[config.mk]
export PLATFORM = sky130hd
export DESIGN_NAME = inst_fetch_queue
export DESIGN_NICKNAME = d
export VERILOG_FILES = /design/src/rtl/inst_fetch_queue.sv
export SDC_FILE = /design/constraint.sdc
export NUM_CORES = 1
export LEC_CHECK = 0
export CORE_MARGIN = 2
export CORE_UTILIZATION = 30
export DETAILED_ROUTE_END_ITERATION = 7
export MAX_ROUTING_LAYER = met4
export PLACE_DENSITY = 0.47
export SLEW_MARGIN = 20
export SYNTH_ARGS = -nofsm -noshare
export SYNTH_HDL_FRONTEND = slang
export SYNTH_SLANG_ARGS = --single-unit
[constraint.sdc]
create_clock -name clk -period 3.35 [get_ports clk]
set_input_delay 0.67 -clock clk [delete_from_list [all_inputs] [get_ports clk]]
set_output_delay 0.67 -clock clk [all_outputs]
set_load 0.005 [all_outputs]
[src/rtl/inst_fetch_queue.sv]
// Instruction fetch queue: owns the fetch PC, issues word reads to the synchronous imem and buffers
// pre-split instructions in a DEPTH-entry circular FIFO. Define IFQ_PREDECODE_EN for is_branch/is_jump.
package inst_fetch_queue_pkg;

    typedef struct packed {
        logic [11:0] opcode;
        logic [25:0] body;
        logic [31:0] pc;
    } ifq_entry_t;

    // R-type instructions carry their function code in the low opcode bits.
    function automatic logic [11:0] split_opcode(input logic [31:0] inst);
        return (inst[31:26] == 6'd0) ? {inst[31:26], inst[5:0]} : {inst[31:26], 6'd0};
    endfunction

endpackage

module inst_fetch_queue
    import inst_fetch_queue_pkg::*;
#(
    parameter int unsigned DEPTH    = 8,
    parameter int unsigned MEM_BITS = 11,
    parameter int unsigned MEM_SIZE = 2048,
    parameter int unsigned RESET_PC = 0
) (
    input  logic                    clk,
    input  logic                    rst_n,
    input  logic                    redirect_valid,
    input  logic [31:0]             redirect_pc,
    output logic                    imem_rd,
    output logic [MEM_BITS-1:0]     imem_addr,
    input  logic [31:0]             imem_rdata,
    input  logic                    deq_ready,
    output logic                    deq_valid,
    output logic [11:0]             opcode,
    output logic [4:0]              rs,
    output logic [4:0]              rt,
    output logic [4:0]              rd,
    output logic [4:0]              shamt,
    output logic [15:0]             immediate,
    output logic [25:0]             address,
    output logic [31:0]             pc,
    output logic [$clog2(DEPTH):0]  count,
    output logic                    full
`ifdef IFQ_PREDECODE_EN
    ,
    output logic                    is_branch,
    output logic                    is_jump
`endif
);

    localparam int unsigned PTR_W = $clog2(DEPTH);
    localparam int unsigned CNT_W = PTR_W + 1;
    localparam int unsigned SUM_W = CNT_W + 1;

    logic [31:0]      fetch_pc_q, fetch_pc_d;
    logic [31:0]      pc_pipe_q, pc_pipe_d;
    logic             inflight_q, inflight_d;
    logic [PTR_W-1:0] wr_ptr_q, wr_ptr_d;
    logic [PTR_W-1:0] rd_ptr_q, rd_ptr_d;
    logic [CNT_W-1:0] count_q, count_d;

    ifq_entry_t       mem_q [DEPTH];
    ifq_entry_t       wr_entry;
    ifq_entry_t       head;

    logic             room;
    logic             issue;
    logic             wr_en;
    logic             fire;

    // Room check counts the outstanding response but deliberately ignores a same-cycle dequeue.
    assign room  = (SUM_W'(count_q) + SUM_W'(inflight_q)) < SUM_W'(DEPTH);
    assign issue = rst_n && !redirect_valid && (fetch_pc_q < 32'(MEM_SIZE)) && room;
    assign wr_en = inflight_q && !redirect_valid;
    assign fire  = deq_valid && deq_ready && !redirect_valid;

    assign wr_entry.opcode = split_opcode(imem_rdata);
    assign wr_entry.body   = imem_rdata[25:0];
    assign wr_entry.pc     = pc_pipe_q;

    // Next-state logic; redirect overrides everything else.
    always_comb begin
        fetch_pc_d = fetch_pc_q;
        pc_pipe_d  = pc_pipe_q;
        inflight_d = issue;
        wr_ptr_d   = wr_ptr_q;
        rd_ptr_d   = rd_ptr_q;
        count_d    = count_q;

        if (redirect_valid) begin
            fetch_pc_d = redirect_pc;
            wr_ptr_d   = '0;
            rd_ptr_d   = '0;
            count_d    = '0;
        end else begin
            if (issue) begin
                fetch_pc_d = fetch_pc_q + 32'd1;
                pc_pipe_d  = fetch_pc_q;
            end
            if (wr_en) begin
                wr_ptr_d = wr_ptr_q + PTR_W'(1);
            end
            if (fire) begin
                rd_ptr_d = rd_ptr_q + PTR_W'(1);
            end
            case ({wr_en, fire})
                2'b10:   count_d = count_q + CNT_W'(1);
                2'b01:   count_d = count_q - CNT_W'(1);
                default: count_d = count_q;
            endcase
        end
    end

    always_ff @(posedge clk or negedge rst_n) begin
        if (!rst_n) begin
            fetch_pc_q <= 32'(RESET_PC);
            pc_pipe_q  <= '0;
            inflight_q <= 1'b0;
            wr_ptr_q   <= '0;
            rd_ptr_q   <= '0;
            count_q    <= '0;
        end else begin
            fetch_pc_q <= fetch_pc_d;
            pc_pipe_q  <= pc_pipe_d;
            inflight_q <= inflight_d;
            wr_ptr_q   <= wr_ptr_d;
            rd_ptr_q   <= rd_ptr_d;
            count_q    <= count_d;
        end
    end

    // Entry storage is cleared on reset so the head fields read as zero.
    always_ff @(posedge clk or negedge rst_n) begin
        if (!rst_n) begin
            for (int i = 0; i < int'(DEPTH); i++) begin
                mem_q[i] <= '0;
            end
        end else if (wr_en) begin
            mem_q[wr_ptr_q] <= wr_entry;
        end
    end

`ifdef IFQ_PREDECODE_EN
    logic [1:0] pd_q [DEPTH];
    logic [1:0] pd_wr;
    logic [5:0] wr_op6;

    assign wr_op6   = imem_rdata[31:26];
    assign pd_wr[1] = (wr_op6 == 6'h04) || (wr_op6 == 6'h05);
    assign pd_wr[0] = (wr_op6 == 6'h02) || (wr_op6 == 6'h03) || (wr_entry.opcode == 12'h008);

    // Predecode bits are wiped on redirect as well as reset.
    always_ff @(posedge clk or negedge rst_n) begin
        if (!rst_n) begin
            for (int i = 0; i < int'(DEPTH); i++) begin
                pd_q[i] <= 2'b00;
            end
        end else if (redirect_valid) begin
            for (int i = 0; i < int'(DEPTH); i++) begin
                pd_q[i] <= 2'b00;
            end
        end else if (wr_en) begin
            pd_q[wr_ptr_q] <= pd_wr;
        end
    end

    assign is_branch = pd_q[rd_ptr_q][1];
    assign is_jump   = pd_q[rd_ptr_q][0];
`endif

    assign head      = mem_q[rd_ptr_q];
    assign imem_rd   = issue;
    assign imem_addr = fetch_pc_q[MEM_BITS-1:0];
    assign deq_valid = (count_q != '0);
    assign count     = count_q;
    assign full      = (count_q == CNT_W'(DEPTH));
    assign opcode    = head.opcode;
    assign rs        = head.body[25:21];
    assign rt        = head.body[20:16];
    assign rd        = head.body[15:11];
    assign shamt     = head.body[10:6];
    assign immediate = head.body[15:0];
    assign address   = head.body;
    assign pc        = head.pc;

    // A response can never land in a full queue because issue reserves its slot.
    wr_never_full: assert property (@(posedge clk) disable iff (!rst_n) !(wr_en && full));

endmodule

# After elaboration in Yosys (flattened, before gate mapping)
# Cells that the tools add are included.
# word_totals
register_bits	635
in_bits	68
out_inout_bits	124
elab_cells	77
# classes
add_sub_neg	6
n_lt_le_gt_ge	5
eq_ne	3
mux	15
n_bitwise	3
n_reduce_logical	15
# op_table
cell	n
bitwise mux 560 bit	1
binary-select mux 70 bit (select 3 bit)	1
demux 70 bit (select 3 bit)	1
two-way mux 70 bit	3
two-way mux 32 bit	2
adder 32 x 1 -> 32 bit (second input constant)	1
< comparator 32 x 12 -> 1 bit (second input constant)	1
two-way mux 3 bit	4
greater-or-equal comparator 4 bit (second input constant)	2
NOT 3 -> 4 bit	2
case mux 4 bit (2 select lines)	1
logical AND 1 bit	7
adder 3 x 1 -> 3 bit (second input constant)	2
logical NOT 6 bit	1
two-way mux 6 bit	1
nonzero test 2 bit	3
adder 4 x 1 -> 5 bit	1
< comparator 5 x 4 -> 1 bit (second input constant)	1
adder 4 x 1 -> 4 bit (second input constant)	1
equality test 4 bit (second input constant)	1
< comparator 4 x 1 -> 1 bit (second input constant)	1
two-way mux 4 bit	1
nonzero test 4 bit	1
subtractor 4 x 1 -> 4 bit (second input constant)	1
other kinds (6)	6

# Longest topological paths before layout
# Gate-level depths: netlist of the first run.
# logic_depth
ltp_word	6
ltp_mapped	9
mapped_depth_nobuf	7

# Worst setup path after synthesis of the first run
# OpenSTA, ideal clock, no wires.
# synth_timing
kind	input to register
startpoint	input redirect_valid
endpoint	register count_q[3] (netlist: count[3])
setup_ns	0.087
arrival_ns	2.661
required_time_ns	3.263
slack_ns	0.603
stages	9
path_buffers	3
path_cell_list	buf_2 > clkbuf_1 > clkbuf_1 > nor3_1 > ha_1 > a21o_1 > a2111oi_0 > a22oi_1 > o211ai_1
# synth_via
elab_chain_len	5
elab_cells_between_ends	8
classes_between	2 x eq/ne; 2 x mux; 4 x reduce/logical
# synth_lines
item	line_no	source
start: declaration	28	input logic redirect_valid,
logical NOT 1 bit	75, 76	
logical AND 1 bit, on equally long branches	76, 75	
equality test 2 x 1 -> 1 bit or equality test 2 bit (tied branches)	107	case ({wr_en, fire})
case mux 4 bit (2 select lines)	107	
two-way mux 4 bit	91	if (redirect_valid) begin
end signal: assignment	129	count_q <= count_d;
end: declaration	61	logic [CNT_W-1:0] count_q, count_d;
# Parallel ways exist; a longest one is shown, timed or not.
# A chain may end at the register's enable or synchronous reset.

# Final worst setup path of the first run
# layout_timing
startpoint	register rd_ptr_q[0]
endpoint	output pc[26]
# layout_via
elab_chain_len	4
# layout_lines
item	line_no	source
start: declaration	60	logic [PTR_W-1:0] rd_ptr_q, rd_ptr_d;
start signal: assignment	128	rd_ptr_q <= rd_ptr_d;
NOT 3 -> 4 bit (not written as such)	172	assign head = mem_q[rd_ptr_q];
binary-select mux 70 bit (select 3 bit)	172	
two-way mux 70 bit (not written as such) (2 in a row)	172	
end: declaration	42	output logic [31:0] pc,
# No other way between the ends. The select of a mux whose other input is x is not followed.

==> flow_summary.toml, run 1 <==
[pwr]
pwr-share-comb = 0.161
p_clk_frac = 0.425
swShare = 0.246
p_switching_mw = 4.68
peakVddDrop_mv = 0.315
p_int_mw = 14.3
p_per_area_nw_per_um2 = 542
total_leakage_power_nw = 17.5
seqPwrFrac = 0.414
fin_total_pwr_mw = 19.0

[synthesis]
synth_nets = 2483
synth.top_cells.by_count = "835 x nand2_1, 635 x dfrtp_1, 269 x mux2_2"
synthFlopType = "dfrtp_1"
synth_edf_count = 0
yosysWarnings = 0
synth_cells = 2409
synth_cell_type_count = 48
synth_area_um2 = 28800
synth_top_area_frac = 0.552
yosys-top-cells-area = "dfrtp_1 55%, mux4_2 11%, nand2_1 11%, mux2_2 11%, mux2_1 3.4%"
ys_seq_area_frac = 0.552
synth_most_common_cell = "nand2_1"
ys_ff_latch = 635
netlist.top_cell.by_area = "dfrtp_1"
avgSynthCellArea_um2 = 12.0
synth_async_sr_flop_share = 1.00

[setup_path]
cpPeakStageDelay_ns = 0.51
cp.required_ns = 2.68
cp_max_fo = 8
crit_family = "buffers and inverters"
critPathLaunchType = "flop"
crit_path_top_delay_cell = "dfrtp_4"
crit_path_end_kind = "primary output"
crit_arrival_ns = 2.62
crit_chain = "buf_12 -> buf_12 -> buf_16 -> buf_4 -> mux4_2 -> mux2_4 -> clkdlybuf4s15_1"
cp.depth = 7
cp_common_cell = "buf_12"
crit_buf_inv = 5
reg2reg_depth = 7
worst-setup-path-type = "reg -> out"

[timing]
fin_skew_ns = 0.0183
relSlewSlack = 0.336
drv_slew = 0
setup_viol = 0
fin_crit_sh = 0.982
tightest_slew_ns = 0.996
finalHoldViolCount = 0
layout_setup_ws_ns = 0.0612
rsz0062_at_grt = "false"
fin_crit_ns = 3.29
fmax_ghz = 0.304

[clocking]
cts_made_buffers = 73
htree_levels = 3
cts_tree = "yes"
cts.sinks = 635
clock-root-buffer = "clkbuf_16"
insertion_delay_ns = 0.60
cts_buffer_depth = 3
cts.clk_slew.worst_paths_ns = 0.06

[placement]
post-place-ws_ns = 0.371
place_inst = 3689
dpl-instance-area_um2 = 31900
dp_hpwl_um = 47000
portBuffers = 191
place.gp.congestion = 0.735

[drt]
firstDrtPassIters = 5
drt_iter0_markers = 1534
drcViolationCount = 0
via_per_inst = 4.88
wire_per_inst_um = 21.3
vias = 18800
routed_wl_um = 82200
final_antenna_net_count = 0

[grt]
top_usage_layer = "met2"
grt_pass1_vias = 20300
grtUsageTotal = 0.174
grt_pass1_wl_um = 127000
antenna_found_initial = 5
grt_use_met1 = 0.229
gr-usage-met2 = 0.282
grt_util_met3 = 0.0279
grt_max_degree = 160
gr-total-overflow = 0

[die]
coreArea_um2 = 95000
ios = 192
die_h_um = 314
start_util = 0.303
die_w_um = 314
die_area_um2 = 98500
fp-row-count = 113

[cells_and_area]
utilization = 0.369
drive_above_1_share = 0.258
syn2layout_area_growth_pct = 21.7
fin_nets = 2610
fillers = 9140
layout.cells.non_filler = 3855
postLayoutCellArea_um2 = 35000

[flow_run]
drv_cap = 0

[status]
outcome = "complete, no violations"

[hold_path]
hold_class = "in -> async"
[flip-flops by register name, summed over array words and instances (netlist names)]
name,cells
rd_ptr_q,3
fetch_pc_q,32
mem_q,560
inflight_q,1
pc_pipe_q,32
count,4
wr_ptr_q,3
[placed cells by master (no fill, tap or decap), drive strengths merged, types with 9 or more instances in the layout]
master,n
and2,26
buf,107
clkbuf,123
clkdlybuf4s15,24
clkdlybuf4s50,83
dfrtp,635
dlygate4sd2,48
dlymetal6s2s,9
mux2,357
mux4,140
nand2,839
nand3,13
nand4,10
nor2,14
o211ai,10
o21ai,52
[through the flow]
step	hold WS [ns]	TNS (ns)
after floorplan	0.374	0
after global placement	0.451	0
after detailed placement	0.458	0
after CTS	0.301	-1.02
after global routing	0.323	0
final	0.287	0
[worst register-to-register path: stages, from the launching register on]
cell and delay, ns:
dfrtp_1 0.52, o41ai_4 0.61, nor3_1 0.18, ha_1 0.30
a21o_1 0.20, a2111oi_0 0.39, a22oi_1 0.15, o211ai_1 0.11
[final cells by class]
type | count | area (um2) | share of cell area
antenna | 3 | 7.51 | 0.000214
clock buffer | 109 | 2180 | 0.0623
sequential | 635 | 15900 | 0.454
multi-input combinational | 1536 | 11900 | 0.340
clock inverter | 17 | 234 | 0.00668
inverter | 2 | 7.51 | 0.000214
tap | 1265 | 1580 | 0.0452
timing repair buffer | 288 | 3220 | 0.0918
[metal layers]
metal  wire length [um]  share of wire  up-vias
li1                   -              -     8384
met1              36600           0.44     9889
met2              40200           0.49      431
met3               3880          0.047      109
met4               1510          0.018        0
met5                  0              0        -
[cell families after synthesis]
group,synth area share
XOR/XNOR,0.00182
flip-flops,0.552
buffers and inverters,0.0439
AO/OA/AOI/OAI,0.0168
multiplexers,0.250
adder cells (fa/ha/maj),0.00287
AND/OR/NAND/NOR,0.132
[power groups by stage]
stage	clock network [mW]	registers, mW	logic [mW]
global placement	0	8.00	2.11
detailed placement	0	8.01	2.13
finish	8.08	7.87	3.05
CTS	8.32	7.86	3.08
floorplan	0	7.95	1.33
global route	8.62	7.88	3.28
[repair_timing]
item | in CTS | in global routing
setup buffers | 22 | 5
gates cloned | 10 | 1
hold buffers | 0 | 0
setup endpoints to repair | 100 | 36
gates resized for setup | 228 | 36
[final timing paths]
path	start	end	slack [ns]
worst min-delay path	rst_n	rd_ptr_q[1]	0.29
max in group asynchronous	rst_n	mem_q[343]	1.55
min in group clk	mem_q[284]	mem_q[284]	0.47
worst min register to register	mem_q[284]	mem_q[284]	0.47
worst max register to register	count[0]	count[3]	0.81
worst max-delay path	rd_ptr_q[0]	pc[26]	0.06
Note: power is estimated with default switching activity, not from simulation.
==> inputs of run 2 (changes only) <==
--- a/config.mk
+++ b/config.mk
@@ -7,6 +7,7 @@
 export LEC_CHECK = 0
 export CORE_MARGIN = 2
 export CORE_UTILIZATION = 30
+export CTS_CLUSTER_SIZE = 28
 export DETAILED_ROUTE_END_ITERATION = 7
 export MAX_ROUTING_LAYER = met4
 export PLACE_DENSITY = 0.47
==> results of run 2 <==
Final layout, timing and power as in run 1 (identical DEF).
==> inputs of run 3 (changes only) <==
--- a/config.mk
+++ b/config.mk
@@ -10,7 +10,7 @@
 export CTS_CLUSTER_SIZE = 28
 export DETAILED_ROUTE_END_ITERATION = 7
 export MAX_ROUTING_LAYER = met4
-export PLACE_DENSITY = 0.47
+export PLACE_DENSITY_LB_ADDON = 0.3
 export SLEW_MARGIN = 20
 export SYNTH_ARGS = -nofsm -noshare
 export SYNTH_HDL_FRONTEND = slang
==> flow_summary.toml, run 3 (synthesis gave the netlist of run 1 again) <==
[die]
die_h_um = 314
die_w_um = 314
fp-row-count = 113
ios = 192
start_util = 0.303
die_area_um2 = 98500
coreArea_um2 = 95000

[clocking]
cts_buffer_depth = 3
cts_made_buffers = 75
clock-root-buffer = "clkbuf_16"
cts_tree = "yes"
cts.sinks = 635
cts.clk_slew.worst_paths_ns = 0.06
htree_levels = 3
insertion_delay_ns = 0.63

[timing]
drv_slew = 0
tns_ns = 0
fmax_ghz = 0.300
relSlewSlack = 0.295
fin_skew_ns = 0.0255
finalHoldViolCount = 0
setup_viol = 0
tightest_slew_ns = 1.06
fin_crit_sh = 0.994
layout_setup_ws_ns = 0.0192
fin_crit_ns = 3.33
rsz0062_at_grt = "true"

[placement]
dpl-instance-area_um2 = 32100
post-place-ws_ns = 0.342
place_inst = 3694
dp_hpwl_um = 47300
place.gp.congestion = 0.735
portBuffers = 191

[grt]
grt_max_degree = 182
antenna_found_initial = 3
grt_pass1_vias = 20200
grt_pass1_wl_um = 124000
grtUsageTotal = 0.170
gr-total-overflow = 0

[cells_and_area]
largest_register_ffs = 560
fin_nets = 2627
largestRegisters = "mem_q: 560 flops, fetch_pc_q: 32 flops, pc_pipe_q: 32 flops"
mostFrequentLayoutCells = "832 x nand2_1, 631 x dfrtp_1, 227 x mux2_2"
mostFrequentLayoutCell = "nand2_1"
drive_above_1_share = 0.270
postLayoutCellArea_um2 = 35500
layout.cells.non_filler = 3883
syn2layout_area_growth_pct = 23.2
fillers = 9054
largest_register = "mem_q"

[setup_path]
worst-setup-path-type = "reg -> out"
cpPeakStageDelay_ns = 0.52
cp.required_ns = 2.68
critPathLaunchType = "flop"
crit_buf_inv = 4
cp_max_fo = 8
r2r_slack_ns = 0.71
crit_path_top_delay_cell = "mux4_2"
crit_family = "multiplexers"
crit_arrival_ns = 2.66
crit_chain = "buf_12 -> buf_8 -> buf_16 -> mux4_2 -> mux2_4 -> dlygate4sd2_1"
crit_path_end_kind = "primary output"

[pwr]
peakVddDrop_mv = 0.293
total_leakage_power_nw = 17.9
fin_total_pwr_mw = 19.6
p_per_area_nw_per_um2 = 554

[flow_run]
drv_cap = 0

[hold_path]
hold_class = "in -> async"

[drt]
vias = 18900
via_per_inst = 4.87
wire_per_inst_um = 20.8
drcViolationCount = 0
drt_iter0_markers = 1241
firstDrtPassIters = 5
final_antenna_net_count = 0
routed_wl_um = 80800

[status]
outcome = "complete, no violations"
## run 3: cell types whose count changed in the layout (fill, tap and decap cells not counted), moves of 5 or more
cell	before	now
buf_12	32	42
dlygate4sd2_1	48	25
clkinv_2	7	13
buf_2	12	5
bufinv_16	5	10
mux2_2	222	227
dlymetal6s2s_1	9	21
clkbuf_2	13	30
mux2_4	47	42
## run 3: stage by stage
step	hold slack, ns	util
final	0.149	0.374
after global routing	0.217	0.374
after detailed placement	0.457	0.338
after floorplan	0.374	-
after global placement	0.452	0.338
after CTS	0.228	0.371
## run 3: worst register-to-register path: cells and delay by family, from the launching register on
| family | cells | cell delay (ns) |
|---|---|---|
| AOI/OAI and AO/OA | 5 | 1.54 |
| DFF | 1 | 0.51 |
| adders and majority gates | 1 | 0.32 |
| and+or+nand+nor | 1 | 0.19 |
## run 3: what timing repair did
action / 4_1_cts / 5_1_grt
gates resized for setup: 135 / 138
setup buffers: 18 / 20
pin swaps: 0 / 0
endpoints found under the hold margin: 0 / 0
hold buffers: 0 / 0
cloned: 8 / 2
endpoints found under the setup margin: 107 / 44
## run 3: where the power goes
group / switching [mW] / leakage [nW] / internal [mW]
sequential: 0.116 / 8.80 / 7.74
clock: 3.36 / 1.31 / 5.34
combinational: 1.34 / 7.78 / 1.75
total: 4.82 / 17.9 / 14.8
## run 3: layer usage
metal | track usage | wire, um
met1 | 0.217 | 35000
met2 | 0.279 | 40000
met3 | 0.0292 | 3890
met4 | 0.0488 | 1890
met5 | - | 0
## run 3: layout make-up
class,instances,area (um2),area share
Antenna cell,4,10.0,0.000282
Clock buffer,105,2180,0.0614
Inverter,2,7.51,0.000212
Timing Repair Buffer,303,3450,0.0972
Sequential cell,635,15900,0.448
Clock inverter,33,470,0.0133
Multi-Input combinational cell,1536,11900,0.335
Tap cell,1265,1580,0.0446
## run 3: final timing paths
| check | start | end | depth (start not counted) |
|---|---|---|---|
| min in group clk | redirect_valid | count[0] | 3 |
| worst max-delay path | rd_ptr_q[0] | opcode[1] | 6 |
| worst min-delay path | rst_n | mem_q[116] | 2 |
| worst min register to register | mem_q[308] | mem_q[308] | 2 |
| max in group asynchronous | rst_n | mem_q[19] | 3 |
| worst max register to register | count[0] | count[3] | 7 |
